===== src/rtl/sha256_padder.sv =====
// ============================================================================
// Module   : sha256_padder
// Purpose  : Byte-stream SHA-256 message padder; buffers one 64-byte block and
//            replays it to the core as a 64-cycle load/message_8 burst.
// Revision : 1.0  initial release
// ============================================================================
`default_nettype none

module sha256_padder #(
  parameter int LEN_W = 32
) (
  input  logic       clk,
  input  logic       rst,
  input  logic       in_valid,
  output logic       in_ready,
  input  logic [7:0] in_data,
  input  logic       in_last,
  input  logic       core_ready,
  output logic       out_load,
  output logic [7:0] out_byte,
  output logic       out_last_block
);

  typedef enum logic [2:0] {
    S_FILL  = 3'd0,
    S_PAD80 = 3'd1,
    S_ZERO  = 3'd2,
    S_LEN   = 3'd3,
    S_WAIT  = 3'd4,
    S_SEND  = 3'd5
  } state_t;

  state_t           r_state, w_next_state;
  state_t           r_resume, w_next_resume;
  logic [5:0]       r_idx, w_next_idx;
  logic [LEN_W-1:0] r_bitcnt, w_next_bitcnt;
  logic             r_len_pending, w_next_pending;
  logic             r_final, w_next_final;
  logic [7:0]       r_buf [64];
  logic             w_wr_en;
  logic [7:0]       w_wr_data;
  logic [63:0]      w_len64;
  logic [7:0]       w_len_byte;
  logic             r_in_ready;
  logic             r_out_load;
  logic [7:0]       r_out_byte;
  logic             r_out_last_block;

  // Length field byte for buffer index 56..63, most significant byte first.
  assign w_len64 = 64'(r_bitcnt);
  always_comb begin
    w_len_byte = 8'h00;
    for (int k = 0; k < 8; k++) begin
      if (r_idx[2:0] == 3'(k)) w_len_byte = w_len64[63-8*k -: 8];
    end
  end

  always_comb begin
    w_next_state   = r_state;
    w_next_resume  = r_resume;
    w_next_idx     = r_idx;
    w_next_bitcnt  = r_bitcnt;
    w_next_pending = r_len_pending;
    w_next_final   = r_final;
    w_wr_en        = 1'b0;
    w_wr_data      = 8'h00;
    case (r_state)
      S_FILL: begin
        if (in_valid && r_in_ready) begin
          w_wr_en       = 1'b1;
          w_wr_data     = in_data;
          w_next_idx    = r_idx + 6'd1;
          w_next_bitcnt = r_bitcnt + LEN_W'(8);
          // A full data block must be sent before its terminator can be placed.
          if (r_idx == 6'd63) begin
            w_next_state  = S_WAIT;
            w_next_final  = 1'b0;
            w_next_resume = in_last ? S_PAD80 : S_FILL;
          end else if (in_last) begin
            w_next_state = S_PAD80;
          end
        end
      end
      S_PAD80: begin
        w_wr_en    = 1'b1;
        w_wr_data  = 8'h80;
        w_next_idx = r_idx + 6'd1;
        if (r_idx == 6'd63) begin
          w_next_state  = S_WAIT;
          w_next_final  = 1'b0;
          w_next_resume = S_ZERO;
        end else if (r_idx == 6'd55) begin
          w_next_state = S_LEN;
        end else begin
          w_next_state   = S_ZERO;
          w_next_pending = (r_idx > 6'd55);
        end
      end
      S_ZERO: begin
        w_wr_en    = 1'b1;
        w_next_idx = r_idx + 6'd1;
        if (!r_len_pending && r_idx == 6'd55) begin
          w_next_state = S_LEN;
        end else if (r_len_pending && r_idx == 6'd63) begin
          w_next_state   = S_WAIT;
          w_next_final   = 1'b0;
          w_next_resume  = S_ZERO;
          w_next_pending = 1'b0;
        end
      end
      S_LEN: begin
        w_wr_en    = 1'b1;
        w_wr_data  = w_len_byte;
        w_next_idx = r_idx + 6'd1;
        if (r_idx == 6'd63) begin
          w_next_state = S_WAIT;
          w_next_final = 1'b1;
        end
      end
      S_WAIT: begin
        if (core_ready) w_next_state = S_SEND;
      end
      S_SEND: begin
        w_next_idx = r_idx + 6'd1;
        if (r_idx == 6'd63) begin
          if (r_final) begin
            w_next_state  = S_FILL;
            w_next_bitcnt = '0;
            w_next_final  = 1'b0;
          end else begin
            w_next_state = r_resume;
          end
        end
      end
      default: w_next_state = S_FILL;
    endcase
  end

  // Outputs are registered from the next-state view so they line up with SEND.
  always_ff @(posedge clk) begin
    if (!rst) begin
      r_state          <= S_FILL;
      r_resume         <= S_FILL;
      r_idx            <= 6'd0;
      r_bitcnt         <= '0;
      r_len_pending    <= 1'b0;
      r_final          <= 1'b0;
      r_in_ready       <= 1'b0;
      r_out_load       <= 1'b0;
      r_out_byte       <= 8'h00;
      r_out_last_block <= 1'b0;
    end else begin
      r_state          <= w_next_state;
      r_resume         <= w_next_resume;
      r_idx            <= w_next_idx;
      r_bitcnt         <= w_next_bitcnt;
      r_len_pending    <= w_next_pending;
      r_final          <= w_next_final;
      r_in_ready       <= (w_next_state == S_FILL);
      r_out_load       <= (w_next_state == S_SEND) && (w_next_idx == 6'd0);
      r_out_byte       <= (w_next_state == S_SEND) ? r_buf[w_next_idx] : 8'h00;
      r_out_last_block <= (w_next_state == S_SEND) && w_next_final;
    end
  end

  always_ff @(posedge clk) begin
    if (w_wr_en) r_buf[r_idx] <= w_wr_data;
  end

  assign in_ready       = r_in_ready;
  assign out_load       = r_out_load;
  assign out_byte       = r_out_byte;
  assign out_last_block = r_out_last_block;

endmodule

`default_nettype wire


===== config.mk =====
export PLATFORM = sky130hd
export DESIGN_NAME = sha256_padder
export DESIGN_NICKNAME = d
export VERILOG_FILES = /design/src/rtl/sha256_padder.sv
export SDC_FILE = /design/constraint.sdc
export NUM_CORES = 1
export LEC_CHECK = 0
export BUFFER_PORTS_ARGS = -buffer_cell sky130_fd_sc_hd__buf_2
export CORE_MARGIN = 4
export CORE_UTILIZATION = 65
export CTS_BUF_LIST = sky130_fd_sc_hd__clkbuf_4
export DETAILED_ROUTE_END_ITERATION = 8
export PLACE_DENSITY = 0.79
export SLEW_MARGIN = 20
export SYNTH_ARGS = -nofsm -noshare
export SYNTH_HDL_FRONTEND = slang
export SYNTH_SLANG_ARGS = --single-unit

===== constraint.sdc =====
create_clock -name clk -period 6.6 [get_ports clk]
set_input_delay 0.66 -clock clk [delete_from_list [all_inputs] [get_ports clk]]
set_output_delay 0.66 -clock clk [all_outputs]
set_load 0.05 [all_outputs]

; ---- After elaboration in Yosys (flattened, before gate mapping)
; Memory sizes are Yosys's and may differ from the RTL's. A register that Yosys moved wholly into a read port is not among the register bits.
; Cells that the tools add are included.
[word_totals]
word_cells = 100
memories = 1
output_inout_bits = 11
mem_bits_ro = 0
latchBits = 0
ff_bits = 49
mem_bits_rw = 512
[classes]
mul = 0
addsub = 2
eq_ne = 21
n_reduce_logical = 20
n_lt_le_gt_ge = 1
div = 0
mux = 46
n_shift = 0
bitwise_logic = 0
[memory_table]
columns = memory, depth, width, read_ports, rd_clocked_by_memory_dff, wr, line
row1 = r_buf, 64, 8, 1, 1, 1, 39  ; logic [7:0] r_buf [64];
[op_table]
columns = operator, n
row1 = $mux 32, 3
row2 = $pmux 32 s2, 1
row3 = $mux 3, 15
row4 = $mux 8, 5
row5 = $add 32x4->32 const B, 1
row6 = $pmux 8 s3, 1
row7 = $eq 3x3->1 const B, 7
row8 = $ne 2x2->1 const B, 9
row9 = $pmux 3 s6, 1
row10 = $mux 1, 14
row11 = $eq 6x6->1 const B, 2
row12 = $pmux 6 s2, 1
row13 = $pmux 3 s3, 1
row14 = $add 6x1->6 const B, 1
row15 = $eq 3x2->1 const B, 2
row16 = $gt 6x6->1 const B, 1
row17 = $logic_not 3->1, 2
row18 = $logic_not 6->1, 1
row19 = $mux 6, 1
row20 = $reduce_and 6->1, 1
row21 = $logic_and 1x1->1, 5
row22 = $reduce_and 5->1, 1
row23 = $pmux 1 s2, 2
row24 = $pmux 1 s4, 1
row25 = 9 further kinds, 11

; ---- Depth between registers and ports, before layout
; Gate-level depths: netlist of run 1.
[depth]
ltp_word = 8
mapped_depth = 14

; ---- Worst setup path before layout of run 1
; No wires, ideal clock.
[synth_timing]
path_type = register -> register
from = register r_idx[0]
to = memory r_buf[0][3], data pin
path_stages_with_launch = 9
t_required_ns = 5.898
arrival_time_ns = 4.016
setup_ns = 0.702
path_slack_ns = 1.882
synth_period_minus_slack_ns = 4.718
path_cell_list = dfxtp_1 inv_2 ha_1 nand2_1 clkbuf_1 nor2_1 nor3_1 a21oi_1 o21ai_0
[synth_between]
elab_chain_cells = 6
elab_cells_between_ends = 9
[synth_rtl]
columns = element, line
row1 = start: declaration, 35  ; logic [5:0] r_idx, w_next_idx;
row2 = start signal: assignment, 155  ; r_idx <= w_next_idx;
row3 = $eq 3x3->1, 54  ; if (r_idx[2:0] == 3'(k)) w_len_byte = w_len64[63-8*k -: 8];
row4 = $mux 8 (3 in series), 54
row5 = $mux 8 *, 54
row6 = $pmux 8 s3 *, 67  ; case (r_state)
row7 = named net w_wr_data[3], 41  ; logic [7:0] w_wr_data;
row8 = end: declaration, 39
; Mark *: on every way through the listed nets, which the timed path passes. The rest lies on a longest branch.

; ---- Worst setup path after layout of run 1
[layout_timing]
from = register r_state[2]
to = register r_out_byte[4] (netlist: out_byte[4]), read port of r_buf
[layout_between]
elab_chain_cells = 7
elab_cells_between_ends = 20
[layout_rtl]
columns = element, line
row1 = start: declaration, 33  ; state_t r_state, w_next_state;
row2 = start signal: assignment, 153  ; r_state <= w_next_state;
row3 = $mux 3, 79  ; end else if (in_last) begin
row4 = $mux 3, 75  ; if (r_idx == 6'd63) begin
row5 = $mux 3, 69  ; if (in_valid && r_in_ready) begin
row6 = $pmux 3 s6, 67
row7 = $eq 3x3->1, 161  ; r_out_byte <= (w_next_state == S_SEND) ? r_buf[w_next_idx] : 8'h00;
row8 = $reduce_and 2->1 (no line), n/a
row9 = $logic_not 1->1 (no line), n/a
row10 = end: declaration, 46  ; logic [7:0] r_out_byte;
; Parallel ways exist; a longest one is shown, timed or not.
; A chain may end at the register's enable or synchronous reset.

==> impl_metrics.yaml, run 1 <==
yosys:
  synthDistinctLibCells: 60
  syn_area_per_cell_um2: 12.8
  synth_nets: 1841
  synth_commonest_cells: "edfxtp_1, nand2_1, nor2_1"
  synth_top_family_by_area: "simple AND/OR/NAND/NOR gates"
  synthAdderAreaFrac: 0.00321
  synth-warning-count: 0
  yosysSeqAreaShare: 0.703
  synth_top_cell_area_share: 0.658
  syn-cell-area_um2: 23400
  yosys.area_share.simple: 0.149
  synth_edf_count: 512
  synth_xor_area_frac: 0.0101
  ys_async_sr_fraction: 0
  ys_ff_latch: 565
  synth_compound_area_frac: 0.0788
  synth.area.top_cells: "edfxtp_1, nand2_1, dfxtp_1, mux2i_1, nor2_1"
  synth_cells: 1822
  yosys_most_used_dff: "edfxtp_1"
  synth_most_common_cell: "edfxtp_1"
  yosysTopAreaCell: "edfxtp_1"
  synthMuxAreaShare: 0.0327
grt:
  grt_pass1_wl_um: 91600
  gr-total-overflow: 0
  antenna_found_initial: 3
  grt_usage: 0.311
  grt_max_degree: 112
  grt_pass1_vias: 15600
routing:
  wl_per_cell_um: 24.7
  drt-initial-drc-count: 2310
  dr_total_vias: 16200
  route.detailed.drc: 0
  first_pass_iters: 6
  routed_wl_um: 60800
  viasPerCell: 6.57
  antenna_left: 0
cts:
  clk_pin_slew_ns: 0.07
  cts_resized: 0
  cts_tree: "yes"
  htreeDepth: 4
  cts_num_sinks: 565
  cts_made_buffers: 142
  ctsHoldBuffers: 0
  cts_root_buf: "clkbuf_4"
  clock_path_buffers: 3
  post_cts_buffers: 0
  clk_latency_ns: 0.84
sta:
  slew_headroom: 0.340
  fmax_mhz: 213
  hold_viol: 0
  rsz0062_at_grt: "false"
  setup_viol: 0
  holdWs_ns: 0.137
  skew_ns: 0.0382
  fin_crit_ns: 4.69
  tightest_slew_ns: 0.987
  fin_crit_sh: 0.710
  finalMaxSlewViolations: 0
  fin_setup_tns_ns: 0
pwr:
  seqPwrFrac: 0.529
  comb_power_share: 0.081
  p_int_w: 0.00559
  clkPwrFrac: 0.390
  powerDensity_nw_per_um2: 288
  p_leak_nw: 8.90
  p_sw_w: 0.00180
  peakVddDrop_mv: 0.155
  sw_frac_of_total: 0.244
floorplanning:
  coreArea_um2: 35500
  initial_utilization: 0.659
  die_x_um: 198
  ioPinCount: 24
  chipHeight_um: 198
  num_rows: 69
  dieArea_um2: 39100
worst_setup_path:
  path_buf_inv: 2
  cpMostUsedCell: "buf_4"
  crit_type: "reg -> reg"
  worstSetupEndpointType: "register"
  worstPathRequired_ns: 7.33
  max_stage_delay_ns: 0.87
  crit_fanout: 56
  crit_family: "simple AND/OR/NAND/NOR gates"
  cp.arrival_ns: 5.42
  path_cells: "nor2b_1 > o31ai_4 > buf_4 > nand2_4 > nor2_1 > buf_4 > a32oi_1 > a31oi_1 > nor3_1 > and4_1"
  startpoint_type: "register"
  cp_slowest_cell: "dfxtp_1"
cells_and_area:
  nets: 1925
  drive_gt1_frac: 0.159
  fin_cells: 2460
  syn_to_final_growth_pct: 9.96
placement:
  io_buffers: 23
  hpwl_um: 36500
  place_congestion: 0.969
  dp.cells: 2223
run_status:
  outcome: "finished, final reports clean"
flow_run:
  maxCapViolCount: 0
worst_hold_path:
  hold_path.class: "in -> reg"
worst register-to-register path, cell delays in order, from the launching register on:
cell     delay [ns]
dfxtp_1        0.87
nor2b_1        0.37
o31ai_4        0.30
buf_4          0.47
nand2_4        0.52
nor2_1         0.83
buf_4          0.31
a32oi_1        0.12
a31oi_1        0.51
nor3_1         0.12
and4_1         0.19
kinds of logic (layout without fill, tap and decap cells):
family | count (synthesis) | in the layout
AND/OR/NAND/NOR | 763 | 763
flip-flops | 565 | 565
AO/OA/AOI/OAI | 269 | 269
buffers and inverters | 127 | 303
multiplexers | 65 | 65
XOR/XNOR | 27 | 27
adder cells (fa/ha/maj) | 6 | 6
other | 0 | 1
power groups by stage:
stage               registers [W]  logic (W)  clock network, W
floorplan                 0.00399   0.000390                 0
global placement          0.00399   0.000577                 0
detailed placement        0.00399   0.000589                 0
CTS                       0.00391   0.000591           0.00292
global route              0.00391   0.000640           0.00313
finish                    0.00391   0.000600           0.00288
cells in the final DEF (no fill, tap or decap), types with 9 or more instances in the layout:
master,Yosys,routed
edfxtp_1,512,512
nand2_1,332,331
clkbuf_4,0,203
nor2_1,143,142
nand3_1,93,92
a211oi_1,62,62
a21oi_1,57,57
mux2i_1,55,54
and3_1,54,54
dfxtp_1,53,52
o21ai_0,37,33
nor3_1,37,32
nand4_1,30,30
buf_4,2,29
a31oi_1,24,24
buf_2,19,23
a32oi_1,21,21
clkinv_1,0,18
or3_1,17,17
xor2_1,17,16
a311oi_1,15,15
inv_1,13,13
nor4_1,11,11
inv_2,1,9
xnor2_1,10,9
mux4_2,9,9
and4_1,9,9
metal layers:
layer	global-route usage	part of all wire	vias to the layer above
met3	0.0781	0.11	154
met4	0.133	0.032	2
met5	0	0.00021	-
met1	0.446	0.39	7785
met2	0.462	0.47	1102
li1	-	-	7111
per-stage QoR:
step / instance area [um^2] / utilization / power, W / worst slack (ns)
6_report: 25700 / 0.724 / 0.00740 / 1.91
5_1_grt: 25700 / 0.724 / 0.00768 / 1.67
4_1_cts: 25700 / 0.724 / 0.00742 / 2.03
3_5_place_dp: 23900 / 0.675 / 0.00458 / 2.03
3_3_place_gp: 23900 / 0.675 / 0.00457 / 2.09
2_1_floorplan: 23400 / - / 0.00438 / 1.88
state kept, by name (all words and copies together), names as in the netlist:
signal / cells
r_idx: 6
r_final: 1
r_resume: 2
r_buf: 512
out_load: 1
out_last_block: 1
r_len_pending: 1
out_byte: 8
r_bitcnt: 29
in_ready: 1
r_state: 3
layout make-up:
cell class | count | area [um^2]
clock inverters | 33 | 213
multi-input cells | 1130 | 6550
diodes | 1 | 2.50
clock buffers | 203 | 1520
inverters | 14 | 52.6
flip-flops and latches | 565 | 16400
fillers | 2338 | 9780
well taps | 461 | 577
repair buffers | 53 | 353
final timing paths:
path,from,to,slack [ns],cells past startpoint
worst min-delay path,rst,r_state[2],0.14,3
worst max register to register,r_state[2],out_byte[4],1.91,10
worst min register to register,r_resume[1],r_resume[1],0.50,2
worst max-delay path,r_state[2],out_byte[4],1.91,10
No activity file was read; power rests on OpenSTA's default activity.
==> run 2: changes to the inputs <==
Settings changed: CORE_UTILIZATION 65 to 59, PLACE_DENSITY 0.79 to 0.75.
Clock period 6.6 ns to 4.2 ns, I/O delays scaled along.
==> run 2 against run 1 <==
Net effect: clock power up 61%; power is 59% higher; register-to-register slack got worse by 1.4 ns; largest cell class unchanged; critical endpoint is now out_byte[1]; sequential power rose by 57%; routed wire length rose by 1.1%; final cell count is 4.7% higher.
==> impl_metrics.yaml, run 2 (same netlist as run 1, synthesis figures left out) <==
cells_and_area:
  fill_cells: 2796
  nets: 1963
  finish.instance_area_um2: 26200
  syn_to_final_growth_pct: 12.3
  fin_cells: 2576
  multi_input_comb_area_um2: 6520
  largest_reg_flops: 512
  layout_common_cells: "edfxtp_1, nand2_1, clkbuf_4"
  drive_gt1_frac: 0.174
  final_common_cell: "edfxtp_1"
  top_register: "r_buf"
  regArea_um2: 16400
placement:
  place_congestion: 0.948
  dp.cells: 2317
  io_buffers: 23
  hpwl_um: 38300
  place_area_um2: 24400
grt:
  antenna_found_initial: 2
  grt_pass1_wl_um: 92900
  grt_usage: 0.280
  grt_max_degree: 77
  grt_pass1_vias: 15800
  gr-total-overflow: 0
routing:
  wl_met2_um: 29100
  top_layer: "met4"
  drt-initial-drc-count: 1891
  wl_per_cell_um: 23.9
  routed_wl_um: 61500
  wl_met3_um: 6750
  route.detailed.drc: 0
  dr_total_vias: 16200
  antenna_left: 0
  viasPerCell: 6.30
  wl_met1_um: 23700
  first_pass_iters: 7
floorplanning:
  ioPinCount: 24
  initial_utilization: 0.601
  die_x_um: 207
  dieArea_um2: 42900
  chipHeight_um: 207
  num_rows: 72
  coreArea_um2: 38900
cts:
  cts_root_buf: "clkbuf_4"
  cts_made_buffers: 141
  cts_num_sinks: 565
  cts_tree: "yes"
  clk_pin_slew_ns: 0.07
  htreeDepth: 4
  clock_path_buffers: 3
  post_cts_buffers: 0
  clk_latency_ns: 0.86
worst_setup_path:
  crit_start: "r_state[2]"
  worstPathRequired_ns: 4.92
  startpoint_type: "register"
  r2r_cells: 8
  crit_type: "reg -> reg"
  worstSetupEndpointType: "register"
  r2r_start: "r_state[2]"
  crit_fanout: 9
  cp.arrival_ns: 4.43
  rrSetupSlack_ns: 0.49
  rr_endpoint: "out_byte[1]"
sta:
  fin_crit_sh: 0.884
  fin_crit_ns: 3.71
  fin_setup_tns_ns: 0
  finalMaxSlewViolations: 0
  fmax_mhz: 269
  hold_viol: 0
  rsz0062_at_grt: "false"
  setup_viol: 0
  slew_headroom: 0.300
  tightest_slew_ns: 1.04
  holdWs_ns: 0.108
  skew_ns: 0.0575
worst_hold_path:
  hold_path.class: "in -> reg"
  holdPathEnd: "r_state[0]"
  worstHoldStart: "core_ready"
  whs_path_depth: 5
pwr:
  powerDensity_nw_per_um2: 448
  peakVddDrop_mv: 0.260
  p_leak_nw: 9.21
  power_w: 0.0117
flow_run:
  maxCapViolCount: 0
run_status:
  outcome: "finished, final reports clean"
==> run 2: changes by cell type in the layout (fill, tap and decap cells not counted), moves of 5 or more <==
| cell | delta |
|---|---|
| buf_12 | +9 |
| nor3_1 | +5 |
| nor3_2 | -5 |
| buf_4 | +28 |
| clkbuf_4 | +8 |
| clkinv_1 | +8 |
==> run 2: timing repair <==
item | 4_1_cts | 5_1_grt
endpoints found under the hold margin | 3 | 0
hold buffers | 2 | 0
gates resized for setup | 0 | 0
==> run 2: how the worst max path moves through the flow <==
| stage | to | cells past startpoint |
|---|---|---|
| 2_1_floorplan | r_buf[0][7] | 10 |
| 3_3_place_gp | out_byte[7] | 10 |
| 3_5_place_dp | out_byte[2] | 10 |
| 4_1_cts | out_byte[2] | 10 |
| 5_1_grt | out_byte[7] | 10 |
| 6_report | out_byte[1] | 8 |
==> run 2: layer usage <==
layer  vias up  track usage
met1      7836        0.388
met4         0        0.101
met3       153       0.0654
met2      1050        0.442
met5         -            0
li1       7196            -
==> run 2: power breakdown <==
group	internal [W]	switching [W]
combinational	0.000301	0.000675
clock	0.00243	0.00219
sequential	0.00613	0.0000117
total	0.00887	0.00288
==> run 2: through the flow <==
stage	utilization	worst slack (ns)
global placement	0.627	0.673
finish	0.674	0.486
floorplan	-	0.560
detailed placement	0.627	0.620
global route	0.674	0.367
CTS	0.674	0.609
==> run 2: cell type report <==
class | instances | area share
Tap cell | 518 | 0.0247
Inverter | 14 | 0.00200
Multi-Input combinational cell | 1130 | 0.248
Antenna cell | 2 | 0.000191
Timing Repair Buffer | 92 | 0.0291
Clock buffer | 211 | 0.0603
Sequential cell | 565 | 0.626
Clock inverter | 44 | 0.00925
==> run 2: critical path: stages, from the launching register on <==
cell and delay (ns):
dfxtp_1 0.37, nor2b_1 0.68, o311ai_0 0.28, mux2i_1 0.37
nor2_1 0.38, nand2_1 0.30, o21ai_0 0.90, nor3_1 0.09
and4_1 0.22
